### src/rtl/vmem_pkg.sv
// rtl/vmem_pkg.sv - shared constants, key codes, state and cursor-op types for the text RAM writer
package vmem_pkg;

    localparam int DEF_COLS = 70;
    localparam int DEF_ROWS = 30;

    // Address packing: mem_addr = {x[X_W-1:0], y[Y_W-1:0]}
    localparam int X_W = 7;
    localparam int Y_W = 5;
    localparam int A_W = X_W + Y_W;

    localparam logic [7:0] KEY_ENTER     = 8'h0A;
    localparam logic [7:0] KEY_BKSP      = 8'h08;
    localparam logic [7:0] KEY_FF        = 8'h0C;
    localparam logic [7:0] KEY_PRINT_MIN = 8'h20;
    localparam logic [7:0] KEY_PRINT_MAX = 8'h7E;

    typedef enum logic [1:0] {
        IDLE,
        CLR_ALL,
        CLR_LINE
    } vmem_state_e;

    // Operation requested of the cursor datapath in a given cycle
    typedef enum logic [2:0] {
        CUR_NONE,
        CUR_PRINT,
        CUR_ENTER,
        CUR_BKSP,
        CUR_HOME
    } cur_op_e;

    function automatic cur_op_e key_to_op(input logic [7:0] key);
        if (key >= KEY_PRINT_MIN && key <= KEY_PRINT_MAX) return CUR_PRINT;
        else if (key == KEY_ENTER)                        return CUR_ENTER;
        else if (key == KEY_BKSP)                         return CUR_BKSP;
        else if (key == KEY_FF)                           return CUR_HOME;
        else                                              return CUR_NONE;
    endfunction

endpackage

### src/rtl/vmem_cursor.sv
// rtl/vmem_cursor.sv - input cursor register and next-position / write-target datapath
//
// Ports:
//   clk, rst_n     clock, asynchronous active-low reset
//   i_op           cursor operation this cycle (cur_op_e encoding, CUR_NONE = hold)
//   o_cur_x/y      current cursor position
//   o_wr_en        the operation writes a cell at (o_wr_x, o_wr_y)
//   o_newline      the operation wraps to a new line (caller clears row o_next_y)
//   o_next_y       cursor row after the operation
module vmem_cursor
    import vmem_pkg::*;
#(
    parameter int COLS = DEF_COLS,
    parameter int ROWS = DEF_ROWS
) (
    input  logic           clk,
    input  logic           rst_n,
    input  logic [2:0]     i_op,
    output logic [X_W-1:0] o_cur_x,
    output logic [Y_W-1:0] o_cur_y,
    output logic           o_wr_en,
    output logic [X_W-1:0] o_wr_x,
    output logic [Y_W-1:0] o_wr_y,
    output logic           o_newline,
    output logic [Y_W-1:0] o_next_y
);

    localparam logic [X_W-1:0] X_LAST = X_W'(COLS - 1);
    localparam logic [Y_W-1:0] Y_LAST = Y_W'(ROWS - 1);

    logic [X_W-1:0] r_x;
    logic [Y_W-1:0] r_y;
    logic [X_W-1:0] w_nx;
    logic [Y_W-1:0] w_ny;
    logic [Y_W-1:0] w_nl_y;

    // Row reached by a newline; the last row wraps to the top
    assign w_nl_y = (r_y == Y_LAST) ? '0 : r_y + 5'd1;

    always_comb begin
        w_nx      = r_x;
        w_ny      = r_y;
        o_wr_en   = 1'b0;
        o_wr_x    = r_x;
        o_wr_y    = r_y;
        o_newline = 1'b0;
        case (i_op)
            CUR_PRINT: begin
                o_wr_en = 1'b1;
                if (r_x < X_LAST) begin
                    w_nx = r_x + 7'd1;
                end else begin
                    w_nx      = '0;
                    w_ny      = w_nl_y;
                    o_newline = 1'b1;
                end
            end
            CUR_ENTER: begin
                w_nx      = '0;
                w_ny      = w_nl_y;
                o_newline = 1'b1;
            end
            CUR_BKSP: begin
                // Erase the cell we step back onto; no wrap past the home cell
                if (r_x != '0) begin
                    w_nx    = r_x - 7'd1;
                    o_wr_en = 1'b1;
                    o_wr_x  = r_x - 7'd1;
                end else if (r_y != '0) begin
                    w_nx    = X_LAST;
                    w_ny    = r_y - 5'd1;
                    o_wr_en = 1'b1;
                    o_wr_x  = X_LAST;
                    o_wr_y  = r_y - 5'd1;
                end
            end
            CUR_HOME: begin
                w_nx = '0;
                w_ny = '0;
            end
            default: begin
            end
        endcase
    end

    always_ff @(posedge clk or negedge rst_n) begin
        if (!rst_n) begin
            r_x <= '0;
            r_y <= '0;
        end else begin
            r_x <= w_nx;
            r_y <= w_ny;
        end
    end

    assign o_cur_x  = r_x;
    assign o_cur_y  = r_y;
    assign o_next_y = w_ny;

endmodule

### src/rtl/vmem_wr_ctrl.sv
// rtl/vmem_wr_ctrl.sv - text RAM write controller: key handshake, cursor, screen/line clear sequencing
//
// Ports:
//   clk, reset                 clock, asynchronous active-low reset
//   key_in/key_valid/key_ready ASCII key handshake
//   clr_req                    single-cycle clear-screen request
//   mem_we/mem_addr/mem_wdata  registered write port of the text RAM, addr = {x, y}
//   cur_x, cur_y               cursor position
//   busy                       controller is clearing (not IDLE)
//   cursor_vis                 cursor blink phase
// Optional: define VMEM_WR_CTRL_BLINK_EN to blink cursor_vis every BLINK_CYCLES
// cycles; otherwise cursor_vis is constant 1.
module vmem_wr_ctrl
    import vmem_pkg::*;
#(
    parameter int COLS = DEF_COLS,
    parameter int ROWS = DEF_ROWS
`ifdef VMEM_WR_CTRL_BLINK_EN
    ,
    parameter int BLINK_CYCLES = 25000000
`endif
) (
    input  logic           clk,
    input  logic           reset,
    input  logic [7:0]     key_in,
    input  logic           key_valid,
    output logic           key_ready,
    input  logic           clr_req,
    output logic           mem_we,
    output logic [A_W-1:0] mem_addr,
    output logic [7:0]     mem_wdata,
    output logic [X_W-1:0] cur_x,
    output logic [Y_W-1:0] cur_y,
    output logic           busy,
    output logic           cursor_vis
);

    localparam logic [X_W-1:0] X_LAST = X_W'(COLS - 1);
    localparam logic [Y_W-1:0] Y_LAST = Y_W'(ROWS - 1);

    vmem_state_e    r_state, w_state_nxt;
    logic [X_W-1:0] r_clr_x, w_clr_x_nxt;
    logic [Y_W-1:0] r_clr_y, w_clr_y_nxt;
    logic           r_we, w_we_nxt;
    logic [A_W-1:0] r_addr, w_addr_nxt;
    logic [7:0]     r_wdata, w_wdata_nxt;

    cur_op_e        w_op;
    logic           w_wr_en;
    logic [X_W-1:0] w_wr_x;
    logic [Y_W-1:0] w_wr_y;
    logic           w_newline;
    logic [Y_W-1:0] w_next_y;

    assign key_ready = (r_state == IDLE) && !clr_req;
    assign busy      = (r_state != IDLE);

    // clr_req homes the cursor from IDLE or from an aborted line clear;
    // otherwise only an accepted key drives the cursor.
    always_comb begin
        w_op = CUR_NONE;
        if (clr_req && (r_state == IDLE || r_state == CLR_LINE)) begin
            w_op = CUR_HOME;
        end else if (r_state == IDLE && key_valid) begin
            w_op = key_to_op(key_in);
        end
    end

    vmem_cursor #(
        .COLS (COLS),
        .ROWS (ROWS)
    ) u_cursor (
        .clk       (clk),
        .rst_n     (reset),
        .i_op      (w_op),
        .o_cur_x   (cur_x),
        .o_cur_y   (cur_y),
        .o_wr_en   (w_wr_en),
        .o_wr_x    (w_wr_x),
        .o_wr_y    (w_wr_y),
        .o_newline (w_newline),
        .o_next_y  (w_next_y)
    );

    always_comb begin
        w_state_nxt = r_state;
        w_clr_x_nxt = r_clr_x;
        w_clr_y_nxt = r_clr_y;
        w_we_nxt    = 1'b0;
        w_addr_nxt  = r_addr;
        w_wdata_nxt = r_wdata;
        case (r_state)
            IDLE: begin
                if (w_wr_en) begin
                    w_we_nxt    = 1'b1;
                    w_addr_nxt  = {w_wr_x, w_wr_y};
                    w_wdata_nxt = (w_op == CUR_PRINT) ? key_in : 8'h00;
                end
                if (w_op == CUR_HOME) begin
                    w_state_nxt = CLR_ALL;
                    w_clr_x_nxt = '0;
                    w_clr_y_nxt = '0;
                end else if (w_newline) begin
                    w_state_nxt = CLR_LINE;
                    w_clr_x_nxt = '0;
                    w_clr_y_nxt = w_next_y;
                end
            end
            CLR_ALL: begin
                if (clr_req) begin
                    w_clr_x_nxt = '0;
                    w_clr_y_nxt = '0;
                end else begin
                    w_we_nxt    = 1'b1;
                    w_addr_nxt  = {r_clr_x, r_clr_y};
                    w_wdata_nxt = 8'h00;
                    if (r_clr_x == X_LAST) begin
                        w_clr_x_nxt = '0;
                        if (r_clr_y == Y_LAST) begin
                            w_state_nxt = IDLE;
                            w_clr_y_nxt = '0;
                        end else begin
                            w_clr_y_nxt = r_clr_y + 5'd1;
                        end
                    end else begin
                        w_clr_x_nxt = r_clr_x + 7'd1;
                    end
                end
            end
            CLR_LINE: begin
                if (clr_req) begin
                    w_state_nxt = CLR_ALL;
                    w_clr_x_nxt = '0;
                    w_clr_y_nxt = '0;
                end else begin
                    w_we_nxt    = 1'b1;
                    w_addr_nxt  = {r_clr_x, r_clr_y};
                    w_wdata_nxt = 8'h00;
                    if (r_clr_x == X_LAST) begin
                        w_state_nxt = IDLE;
                        w_clr_x_nxt = '0;
                    end else begin
                        w_clr_x_nxt = r_clr_x + 7'd1;
                    end
                end
            end
            default: begin
                w_state_nxt = IDLE;
            end
        endcase
    end

    always_ff @(posedge clk or negedge reset) begin
        if (!reset) begin
            r_state <= CLR_ALL;
            r_clr_x <= '0;
            r_clr_y <= '0;
            r_we    <= 1'b0;
            r_addr  <= '0;
            r_wdata <= '0;
        end else begin
            r_state <= w_state_nxt;
            r_clr_x <= w_clr_x_nxt;
            r_clr_y <= w_clr_y_nxt;
            r_we    <= w_we_nxt;
            r_addr  <= w_addr_nxt;
            r_wdata <= w_wdata_nxt;
        end
    end

    assign mem_we    = r_we;
    assign mem_addr  = r_addr;
    assign mem_wdata = r_wdata;

`ifdef VMEM_WR_CTRL_BLINK_EN
    localparam int BW = (BLINK_CYCLES > 1) ? $clog2(BLINK_CYCLES) : 1;

    logic          w_accept;
    logic [BW-1:0] r_blink_cnt;
    logic          r_vis;

    assign w_accept = key_valid && key_ready;

    // Typing keeps the cursor solid: any accepted key restarts the phase
    always_ff @(posedge clk or negedge reset) begin
        if (!reset) begin
            r_blink_cnt <= '0;
            r_vis       <= 1'b1;
        end else if (w_accept) begin
            r_blink_cnt <= '0;
            r_vis       <= 1'b1;
        end else if (r_blink_cnt == BW'(BLINK_CYCLES - 1)) begin
            r_blink_cnt <= '0;
            r_vis       <= ~r_vis;
        end else begin
            r_blink_cnt <= r_blink_cnt + 1'b1;
        end
    end

    assign cursor_vis = r_vis;
`else
    assign cursor_vis = 1'b1;
`endif

endmodule

### config.mk
export PLATFORM = sky130hd
export DESIGN_NAME = vmem_wr_ctrl
export DESIGN_NICKNAME = d
export VERILOG_FILES = /design/src/rtl/vmem_pkg.sv /design/src/rtl/vmem_cursor.sv /design/src/rtl/vmem_wr_ctrl.sv
export SDC_FILE = /design/constraint.sdc
export NUM_CORES = 1
export LEC_CHECK = 0
export CORE_ASPECT_RATIO = 0.5
export CORE_MARGIN = 2
export CORE_UTILIZATION = 40
export CTS_BUF_LIST = sky130_fd_sc_hd__clkbuf_4 sky130_fd_sc_hd__clkbuf_8
export DETAILED_ROUTE_END_ITERATION = 6
export HOLD_SLACK_MARGIN = 0.15
export PLACE_DENSITY = 0.69
export SLEW_MARGIN = 20
export SYNTH_ARGS = -nofsm -noshare
export SYNTH_HDL_FRONTEND = slang
export SYNTH_SLANG_ARGS = --single-unit
### constraint.sdc
create_clock -name clk -period 2.45 [get_ports clk]
set_clock_uncertainty 0.1 [all_clocks]
set_input_delay 0.49 -clock clk [delete_from_list [all_inputs] [get_ports clk]]
set_output_delay 0.49 -clock clk [all_outputs]
set_load 0.03 [all_outputs]
### Word-level counts from Yosys, hierarchy flattened

Cells that the tools add are included.

* flip-flop bits (word level): 47
* output and inout port bits: 36

* $add $sub $neg: 6
* order comparisons: 3
* equality and inequality tests: 21
* multiplexer cells: 52
* reductions and logical operators: 19

Operators by type and width (count)
* $mux W7: 8
* $mux W5: 11
* $eq A8 B4 Y1 const B: 3
* $mux W12: 2
* $mux W8: 3
* $pmux W12 S2: 1
* $pmux W7 S3: 1
* $pmux W5 S4: 1
* $mux W3: 6
* $pmux W8 S2: 1
* $pmux W5 S3: 1
* $add A7 B1 Y7 const B: 2
* $mux W2: 7
* $pmux W7 S2: 1
* $add A5 B1 Y5 const B: 2
* $eq A5 B5 Y1 const B: 2
* $ne A2 B2 Y1 const B: 5
* $ge A8 B6 Y1 const B: 1
* $le A8 B7 Y1 const B: 1
* $eq A7 B7 Y1 const B: 1
* $lt A7 B7 Y1 const B: 1
* $reduce_bool A7 Y1: 1
* $sub A7 B1 Y7 const B: 1
* $eq A3 B2 Y1 const B: 2
* other kinds (24): 36

### Logic depth before layout (Yosys ltp)

Gate-level depths: netlist of the first run.

* depth after elaboration: 12
* mapped depth: 10

### Modules after synthesis

Synthesis of the first run repeated with hierarchy kept, for this count alone.

* cell total of the unflattened synthesis: 370
* area total of the unflattened synthesis: 3226.8 sq um

Modules (own cells, without submodules)
* vmem_wr_ctrl: instances 1, cells each 198, area each 1934.4 sq um
* vmem_cursor: instances 1, cells each 172, area each 1292.5 sq um

### Worst setup path after synthesis of the first run

OpenSTA, ideal clock, no wires.

* kind: in2reg
* from: in key_in[4]
* to: reg r_clr_y[0]
* library setup time: 0.120 ns
* data arrival time: 2.595 ns
* data required time: 2.230 ns
* slack: -0.365 ns
* stages: 8
* buffers on the path: 2
* cell sequence: or4b_1 buf_2 or4_1 o211ai_2 o311a_1 buf_4 mux2_2 a31o_2

* cells in the longest elaborated chain, start to end: 12

Ends and longest elaborated chain
* from (decl): RTL line vmem_wr_ctrl.sv:25 `input logic [7:0] key_in,`
* $eq A8 B4 Y1: RTL line vmem_pkg.sv:37 `else if (key == KEY_FF) return CUR_HOME;`
* $mux W3: RTL line vmem_pkg.sv:37
* $mux W3: RTL line vmem_pkg.sv:36 `else if (key == KEY_BKSP) return CUR_BKSP;`
* $mux W3: RTL line vmem_pkg.sv:35 `else if (key == KEY_ENTER) return CUR_ENTER;`
* $mux W3 *: RTL line vmem_pkg.sv:34 `if (key >= KEY_PRINT_MIN && key <= KEY_PRINT_MAX) return CUR_PRINT;`
* $mux W3 *: RTL line vmem_wr_ctrl.sv:64 `end else if (r_state == IDLE && key_valid) begin`
* $mux W3 *: RTL line vmem_wr_ctrl.sv:62 `if (clr_req && (r_state == IDLE || r_state == CLR_LINE)) begin`
* $eq A3 B3 Y1 (tied with other cells): RTL line vmem_cursor.sv:47, vmem_wr_ctrl.sv:99
* $pmux W5 S4: RTL line vmem_cursor.sv:47 `case (i_op)`
* $mux W5: RTL line vmem_wr_ctrl.sv:103 `end else if (w_newline) begin`
* $mux W5: RTL line vmem_wr_ctrl.sv:99 `if (w_op == CUR_HOME) begin`
* $pmux W5 S3: RTL line vmem_wr_ctrl.sv:92 `case (r_state)`
* to (signal assigned): RTL line vmem_wr_ctrl.sv:164 `r_clr_y <= w_clr_y_nxt;`
* to (decl): RTL line vmem_wr_ctrl.sv:43 `logic [Y_W-1:0] r_clr_y, w_clr_y_nxt;`

Every way passes the cells marked *; elsewhere a longest branch is shown, timed or not. The select of a mux whose other input is x is not followed.
A chain may end at the register's enable or synchronous reset.

### Worst setup path after layout of the first run

* from: reg r_state[1]
* to: reg r_clr_y[2]

* cells in the longest elaborated chain, start to end: 9

Ends and longest elaborated chain
* from (decl): RTL line vmem_wr_ctrl.sv:41 `vmem_state_e r_state, w_state_nxt;`
* from (signal assigned): RTL line vmem_wr_ctrl.sv:162 `r_state <= w_state_nxt;`
* $logic_not A2 Y1 or $eq A2 B2 Y1 (tied branches): RTL line vmem_wr_ctrl.sv:62, vmem_wr_ctrl.sv:64, vmem_wr_ctrl.sv:92
* $logic_and A1 B1 Y1 or $logic_or A1 B1 Y1 (tied branches): RTL line vmem_wr_ctrl.sv:64, vmem_wr_ctrl.sv:62
* $mux W3 or $logic_and A1 B1 Y1 (tied branches): RTL line vmem_wr_ctrl.sv:64, vmem_wr_ctrl.sv:62
* $mux W3: RTL line vmem_wr_ctrl.sv:62
* $eq A3 B3 Y1 (tied with other cells): RTL line vmem_cursor.sv:47, vmem_wr_ctrl.sv:99
* $pmux W5 S4: RTL line vmem_cursor.sv:47
* $mux W5: RTL line vmem_wr_ctrl.sv:103
* $mux W5: RTL line vmem_wr_ctrl.sv:99
* $pmux W5 S3: RTL line vmem_wr_ctrl.sv:92

Parallel ways exist; a longest one is shown, timed or not. The select of a mux whose other input is x is not followed.

==> metrics.md, run 1 <==
| Metric | Value |
|---|---|
| Status | `finished, violations left` |
| Failing checks | `setup timing` |
| Remaining DRCs | `0` |
| Via density | `~5.7` |
| First-pass GRT wire length | `16,100 um` |
| Ys async rst share | `1.00` |
| Cell taking the most area after synthesis | `dfrtp_1` |
| Clk root buf | `clkbuf_8` |
| Leakage power | `about 2.2 nW` |
| GR Overflow Total | `0` |
| Worst Path Buf+Inv | `3` |
| P_int | `1.39 mW` |
| RSZ-0062 raised after global routing | `yes` |
| Final hold violation count | `0` |
| TritonCTS clock tree | `done` |
| Routed via count | `3,510` |
| Layout cells sized above 1 | `0.351` |
| Met3 usage | `0.0385` |
| CTS clock-pin slew for the worst setup and hold paths | `100 ps` |
| Worst r2r src | `r_state[1]` |
| Crit-path max cell delay | `460 ps` |
| Hold_ws | `359 ps` |
| Area Growth Syn to Fin | `52.7%` |
| Minimum clock period | `2530 ps` |
| Period utilisation layout | `1.03` |
| Flip-flop and latch count after synthesis | `47` |
| Gate power share | `0.165` |
| Top_reg_cell synth | `dfrtp_1` |
| Io pins | `48` |
| Iter 0 DRT Violations | `332` |
| Max-slew violation count | `0` |
| CORE AREA | `7970 um^2` |
| Max_slew headroom | `0.334` |
| Crit path to | `r_clr_y[2]` |
| Bufs on Longest Clock Path | `2` |
| Max FO, Critical Path | `6` |
| Total Routed Length | `between 10,000 and 15,000 um` |
| Antenna-violating nets left | `0` |
| CTS buffer count | `5` |
| Vias in the first global route | `3,180` |
| Net Sw Frac | `0.260` |
| Reg2Reg Depth | `10` |
| Die W | `132 um` |
| Maximum VDD drop | `between 0.3 and 0.4 mV` |
| CP top delay family | `compound AO/OA/AOI/OAI gates` |
| M2 GR Usage | `0.384` |
| Worst endpoint required time | `2550 ps` |
| Fill cell count | `677` |
| Total GRT Usage | `0.229` |
| Net Sw Power | `a little under 0.5 mW` |
| Synth top area share | `0.352` |
| # clock sinks | `47` |
| Worst setup EP type | `flip-flop` |
| CP startpoint | `r_state[1]` |
| Starting Density | `0.411` |
| Hold/Removal Path Class | `in -> reg` |
| Syn nets | `between 300 and 400` |
| RePlAce Congestion | `0.948` |
| Antenna cells | `0` |
| Post-synth EDFFs | `0` |
| Worst path cell trace | `inv_2, ha_4, or4bb_4, o31a_1, o211ai_2, o311a_1, buf_4, buf_6, mux2i_2, o31ai_2` |
| Initial antenna violation count | `0` |
| Stages on worst setup path | `10` |
| Synth warn | `0` |
| Dpl cells | `586` |
| Power Density | `375 nW/um^2` |
| Crit Path Category | `reg -> reg` |
| H-tree depth | `2` |
| WL/cell | `17.7 um` |
| Final std cells w/o fill | `between 600 and 700` |
| Met1 usage | `0.315` |
| Die area | `8970 um^2` |
| Cells after Synth | `373` |
| Clock Latency Late Sink | `310 ps` |
| Quantity of I/O buffers inserted on ports | `46` |
| Maxcap violations | `0` |
| Reg2reg end | `r_clr_y[2]` |
| Power share of the clock group | `0.381` |
| Die Ht | `68.0 um` |
| Worst setup margin | `-84.9 ps` |
| Sequential share of power | `0.454` |
| FMAX | `394 MHz` |
| Synthesized cell area | `3270 um^2` |
| Post-DP HPWL | `7200 um` |
| R2R Setup Slk | `-80 ps` |
| Worst EP arrival | `2640 ps` |
| Largest net degree at the start of global routing | `48` |
| Most Used Layer, Global Route | `met2` |
| Synth area leaders | `dfrtp_1 (35%), ha_1 (5.0%), o21ai_0 (4.7%)` |
| Syn Area/Cell | `8.78 um^2` |
| Setup crit start kind | `flip-flop` |
| Post-synth cell types | `between 70 and 80` |
| Row cnt | `23` |
| Critical-path top delay cell | `or4bb_4` |
| Final Setup Violations | `9` |
| Nets | `528` |
| Slew @ Worst Pin | `991 ps` |
| Length of the first detailed-routing pass in iterations | `5` |
| Sequential share of the synthesized area | `0.360` |
==> layer usage <==
metal	share of wire	vias to the layer above
met5	0	-
met1	0.46	1684
li1	-	1642
met3	0.062	25
met4	0.021	0
met2	0.46	159
==> state kept, by name, indices dropped and copies added, names as in the netlist <==
name              count
u_cursor.o_cur_y      5
r_clr_y               5
mem_we                1
u_cursor.o_cur_x      7
r_state               2
mem_wdata             8
mem_addr             12
r_clr_x               7
==> what timing repair did <==
item                                    CTS  global route
buffers inserted                         11             7
gates resized for setup                  46            47
hold endpoints to repair                 46             0
pin swaps                                12            20
hold buffers                              1             0
cloned                                    3             2
endpoints found under the setup margin   47            34
==> power groups by stage <==
stage / logic, mW / clock network (mW) / registers (mW)
6_report: 0.309 / 0.714 / 0.850
2_1_floorplan: 0.109 / 0 / 0.892
3_5_place_dp: 0.265 / 0 / 0.862
3_3_place_gp: 0.260 / 0 / 0.861
4_1_cts: 0.284 / 0.726 / 0.847
5_1_grt: 0.334 / 0.748 / 0.854
==> cells in the mapped netlist (5+ instances only) <==
library cell and instances:
dfrtp_1 46, o21ai_0 31, nand2_1 29, a21oi_1 26
nor2_1 25, nand3_1 18, clkbuf_1 13, ha_1 13
inv_1 13, a22o_1 8, mux2_2 8, nand2b_1 7
nor3_1 7, o21ai_1 7, and3_1 6, o31ai_1 6
buf_2 5, nor2b_1 5, o21a_1 5, xnor2_1 5
==> how the worst min path moves through the flow <==
stage / slack [ps] / cells after the start / start / end
3_5_place_dp: 370 / 2 / mem_addr[5] / mem_addr[5]
4_1_cts: 340 / 2 / key_in[0] / mem_wdata[0]
6_report: 360 / 2 / key_in[0] / mem_wdata[0]
5_1_grt: 360 / 2 / key_in[0] / mem_wdata[0]
2_1_floorplan: 90 / 0 / reset / mem_addr[0]
3_3_place_gp: 370 / 2 / mem_addr[5] / mem_addr[5]
==> kinds of logic after synthesis <==
group,after synthesis,share of synthesized area
compound gates,127,0.263
xor+xnor,8,0.0214
fa+ha+maj,13,0.0497
buf+inv,36,0.0501
flops,47,0.360
mux,11,0.0367
other cells,1,0.00115
simple gates,130,0.218
==> metrics by stage <==
| stage | power (mW) | area, um^2 | util | TNS [ps] | worst slack (ps) |
|---|---|---|---|---|---|
| after floorplan | 1.00 | 3350 | - | -2940 | -235 |
| after global routing | 1.94 | 5000 | 0.627 | -1090 | -174 |
| final | 1.87 | 5000 | 0.627 | -311 | -84.9 |
| after detailed placement | 1.13 | 4400 | 0.551 | -23580 | -664 |
| after global placement | 1.12 | 4400 | 0.551 | -23200 | -643 |
| after CTS | 1.86 | 4740 | 0.595 | -69.9 | -25.6 |
==> cell type report <==
type	instances	area [um^2]	area share
timing repair buffer	145	1300	0.259
clock inverter	2	60.1	0.0120
inverter	13	51.3	0.0103
multi-input combinational	291	2200	0.439
clock buffer	6	76.3	0.0153
tap	112	140	0.0280
sequential	47	1180	0.236
==> cell usage in the layout, fill, tap and decap left out, types with 4 or more instances in the layout <==
cell type	count
a21oi_1	23
a22o_1	8
a31oi_1	4
and3_1	5
buf_12	4
buf_2	6
buf_4	81
buf_6	11
clkbuf_8	5
clkdlybuf4s50_1	33
dfrtp_1	46
dlygate4sd2_1	5
ha_1	11
inv_1	10
mux2_2	6
nand2_1	28
nand2b_1	5
nand3_1	15
nand4_1	4
nor2_1	22
nor2b_1	5
nor3_1	7
o211ai_1	4
o21a_1	5
o21ai_0	19
o21ai_1	18
o22ai_1	4
o31ai_4	5
xnor2_1	5
(Power assumes the default switching activity.)
==> run 2, diff against run 1 <==
--- a/config.mk
+++ b/config.mk
@@ -5,10 +5,11 @@
 export SDC_FILE = /design/constraint.sdc
 export NUM_CORES = 1
 export LEC_CHECK = 0
-export CORE_ASPECT_RATIO = 0.5
+export CORE_ASPECT_RATIO = 1.2
 export CORE_MARGIN = 2
 export CORE_UTILIZATION = 40
 export CTS_BUF_LIST = sky130_fd_sc_hd__clkbuf_4 sky130_fd_sc_hd__clkbuf_8
+export CTS_CLUSTER_DIAMETER = 120
 export DETAILED_ROUTE_END_ITERATION = 6
 export HOLD_SLACK_MARGIN = 0.15
 export PLACE_DENSITY = 0.69
==> metrics.md, run 2 (synthesized netlist as in run 1, its figures left out) <==
| Metric | Value |
|---|---|
| Antenna cells | `0` |
| Vias in the first global route | `about 3,400` |
| Max_slew headroom | `0.342` |
| Setup crit start kind | `flip-flop` |
| TritonCTS clock tree | `done` |
| Clk root buf | `clkbuf_8` |
| GR Overflow Total | `0` |
| RePlAce Congestion | `0.904` |
| Crit Path Category | `reg -> reg` |
| RSZ-0062 raised after global routing | `yes` |
| Final hold violation count | `0` |
| Slew @ Worst Pin | `979 ps` |
| Post-place setup slack | `-734 ps` |
| Worst Path Buf+Inv | `1` |
| Final Setup Violations | `10` |
| Bufs on Longest Clock Path | `2` |
| Clock Latency Late Sink | `310 ps` |
| Iter 0 DRT Violations | `196` |
| Total GRT Usage | `0.236` |
| Via density | `5.84` |
| Max-slew violation count | `0` |
| Critical-path top delay cell | `or4bb_4` |
| First-pass GRT wire length | `16,600 um` |
| Failing checks | `setup timing` |
| WL/cell | `around 18 um` |
| Maximum VDD drop | `about 0.3 mV` |
| Quantity of I/O buffers inserted on ports | `46` |
| Leakage power | `2.15 nW` |
| CP top delay family | `compound AO/OA/AOI/OAI gates` |
| Crit-path max cell delay | `500 ps` |
| Total Routed Length | `11,100 um` |
| Area Growth Syn to Fin | `51.4%` |
| Reg2Reg Depth | `8` |
| Hold/Removal Path Class | `in -> async` |
| Routed via count | `3,498` |
| Post-route design area | `4950 um^2` |
| Die W | `86.6 um` |
| Antenna-violating nets left | `0` |
| CORE AREA | `~8000 um^2` |
| CTS buffer count | `5` |
| Minimum clock period | `2560 ps` |
| Worst EP arrival | `approximately 2700 ps` |
| # clock sinks | `47` |
| Initial antenna violation count | `0` |
| Io pins | `48` |
| H-tree depth | `2` |
| Worst setup margin | `-107 ps` |
| Row cnt | `36` |
| Length of the first detailed-routing pass in iterations | `5` |
| Stages on worst setup path | `8` |
| Most frequent cells in the layout | `buf_4 (86), dfrtp_1 (46), clkdlybuf4s50_1 (33)` |
| Die area | `8930 um^2` |
| Starting Density | `0.408` |
| Power Density | `355 nW/um^2` |
| Max FO, Critical Path | `5` |
| Power Total | `~1.8 mW` |
| Die Ht | `103 um` |
| Final std cells w/o fill | `599` |
| FMAX | `391 MHz` |
| Dpl cells | `565` |
| Worst endpoint required time | `about 2600 ps` |
| Post-DP HPWL | `7160 um` |
| CTS clock-pin slew for the worst setup and hold paths | `100 ps` |
| Maxcap violations | `0` |
| Largest net degree at the start of global routing | `48` |
| Period utilisation layout | `1.04` |
| Leading cell type in the layout, fill and taps excluded | `buf_4` |
| Worst setup EP type | `flip-flop` |
| Nets | `528` |
| Layout cells sized above 1 | `0.367` |
| Dpl cell area | `about 4300 um^2` |
| Remaining DRCs | `0` |
| Worst path cell trace | `inv_2, ha_4, or4bb_4, o31a_1, o211ai_2, o311a_1, mux2_4, a31o_4` |
| Status | `finished, violations left` |
| Max reg flops | `12` |
-- run 2: metal layers --
layer / share of wire / routed length [um] / GRT usage / vias up
met5: 0 / 0 / 0 / -
met4: 0.034 / 372 / 0.0889 / 0
met3: 0.049 / 542 / 0.0328 / 33
met2: 0.51 / 5650 / 0.415 / 123
met1: 0.41 / 4510 / 0.294 / 1699
li1: - / - / - / 1643
-- run 2: path summary, 6_finish.rpt --
| check | from | to | slack, ps |
|---|---|---|---|
| max reg2reg | r_state[1] | r_clr_y[0] | -110 |
| min | reset | r_state[1] | 170 |
| min in group clk | mem_addr[5] | mem_addr[5] | 390 |
| max | r_state[1] | r_clr_y[0] | -110 |
| min reg2reg | mem_addr[5] | mem_addr[5] | 390 |
| max in group asynchronous | reset | mem_addr[4] | 1670 |
-- run 2: cell type report --
class | instances | area [um^2]
inverters | 13 | 52.6
fillers | 652 | 3060
well taps | 95 | 119
clock inverters | 3 | 47.5
flip-flops and latches | 47 | 1180
multi-input cells | 292 | 2240
clock buffers | 5 | 68.8
repair buffers | 144 | 1250
-- run 2: power by group --
part	internal, mW	total (mW)	switching [mW]
combinational	0.135	0.288	0.153
sequential	0.810	0.850	0.0398
clock	0.310	0.622	0.312
total	1.26	1.76	0.505
-- run 2: timing repair --
action	CTS	global route
buffers inserted	19	5
cloned	2	0
pin swaps	21	13
endpoints found under the setup margin	47	34
hold endpoints to repair	0	0
hold buffers	0	0
resized for setup	63	36
-- run 2: through the flow --
stage / setup TNS [ps] / utilization / hold slack, ps
3_5_place_dp: -22950 / 0.540 / 376
6_report: -202 / 0.618 / 173
4_1_cts: -239 / 0.593 / 193
3_3_place_gp: -22410 / 0.540 / 367
5_1_grt: -1280 / 0.618 / 240
2_1_floorplan: -2940 / - / 94.4
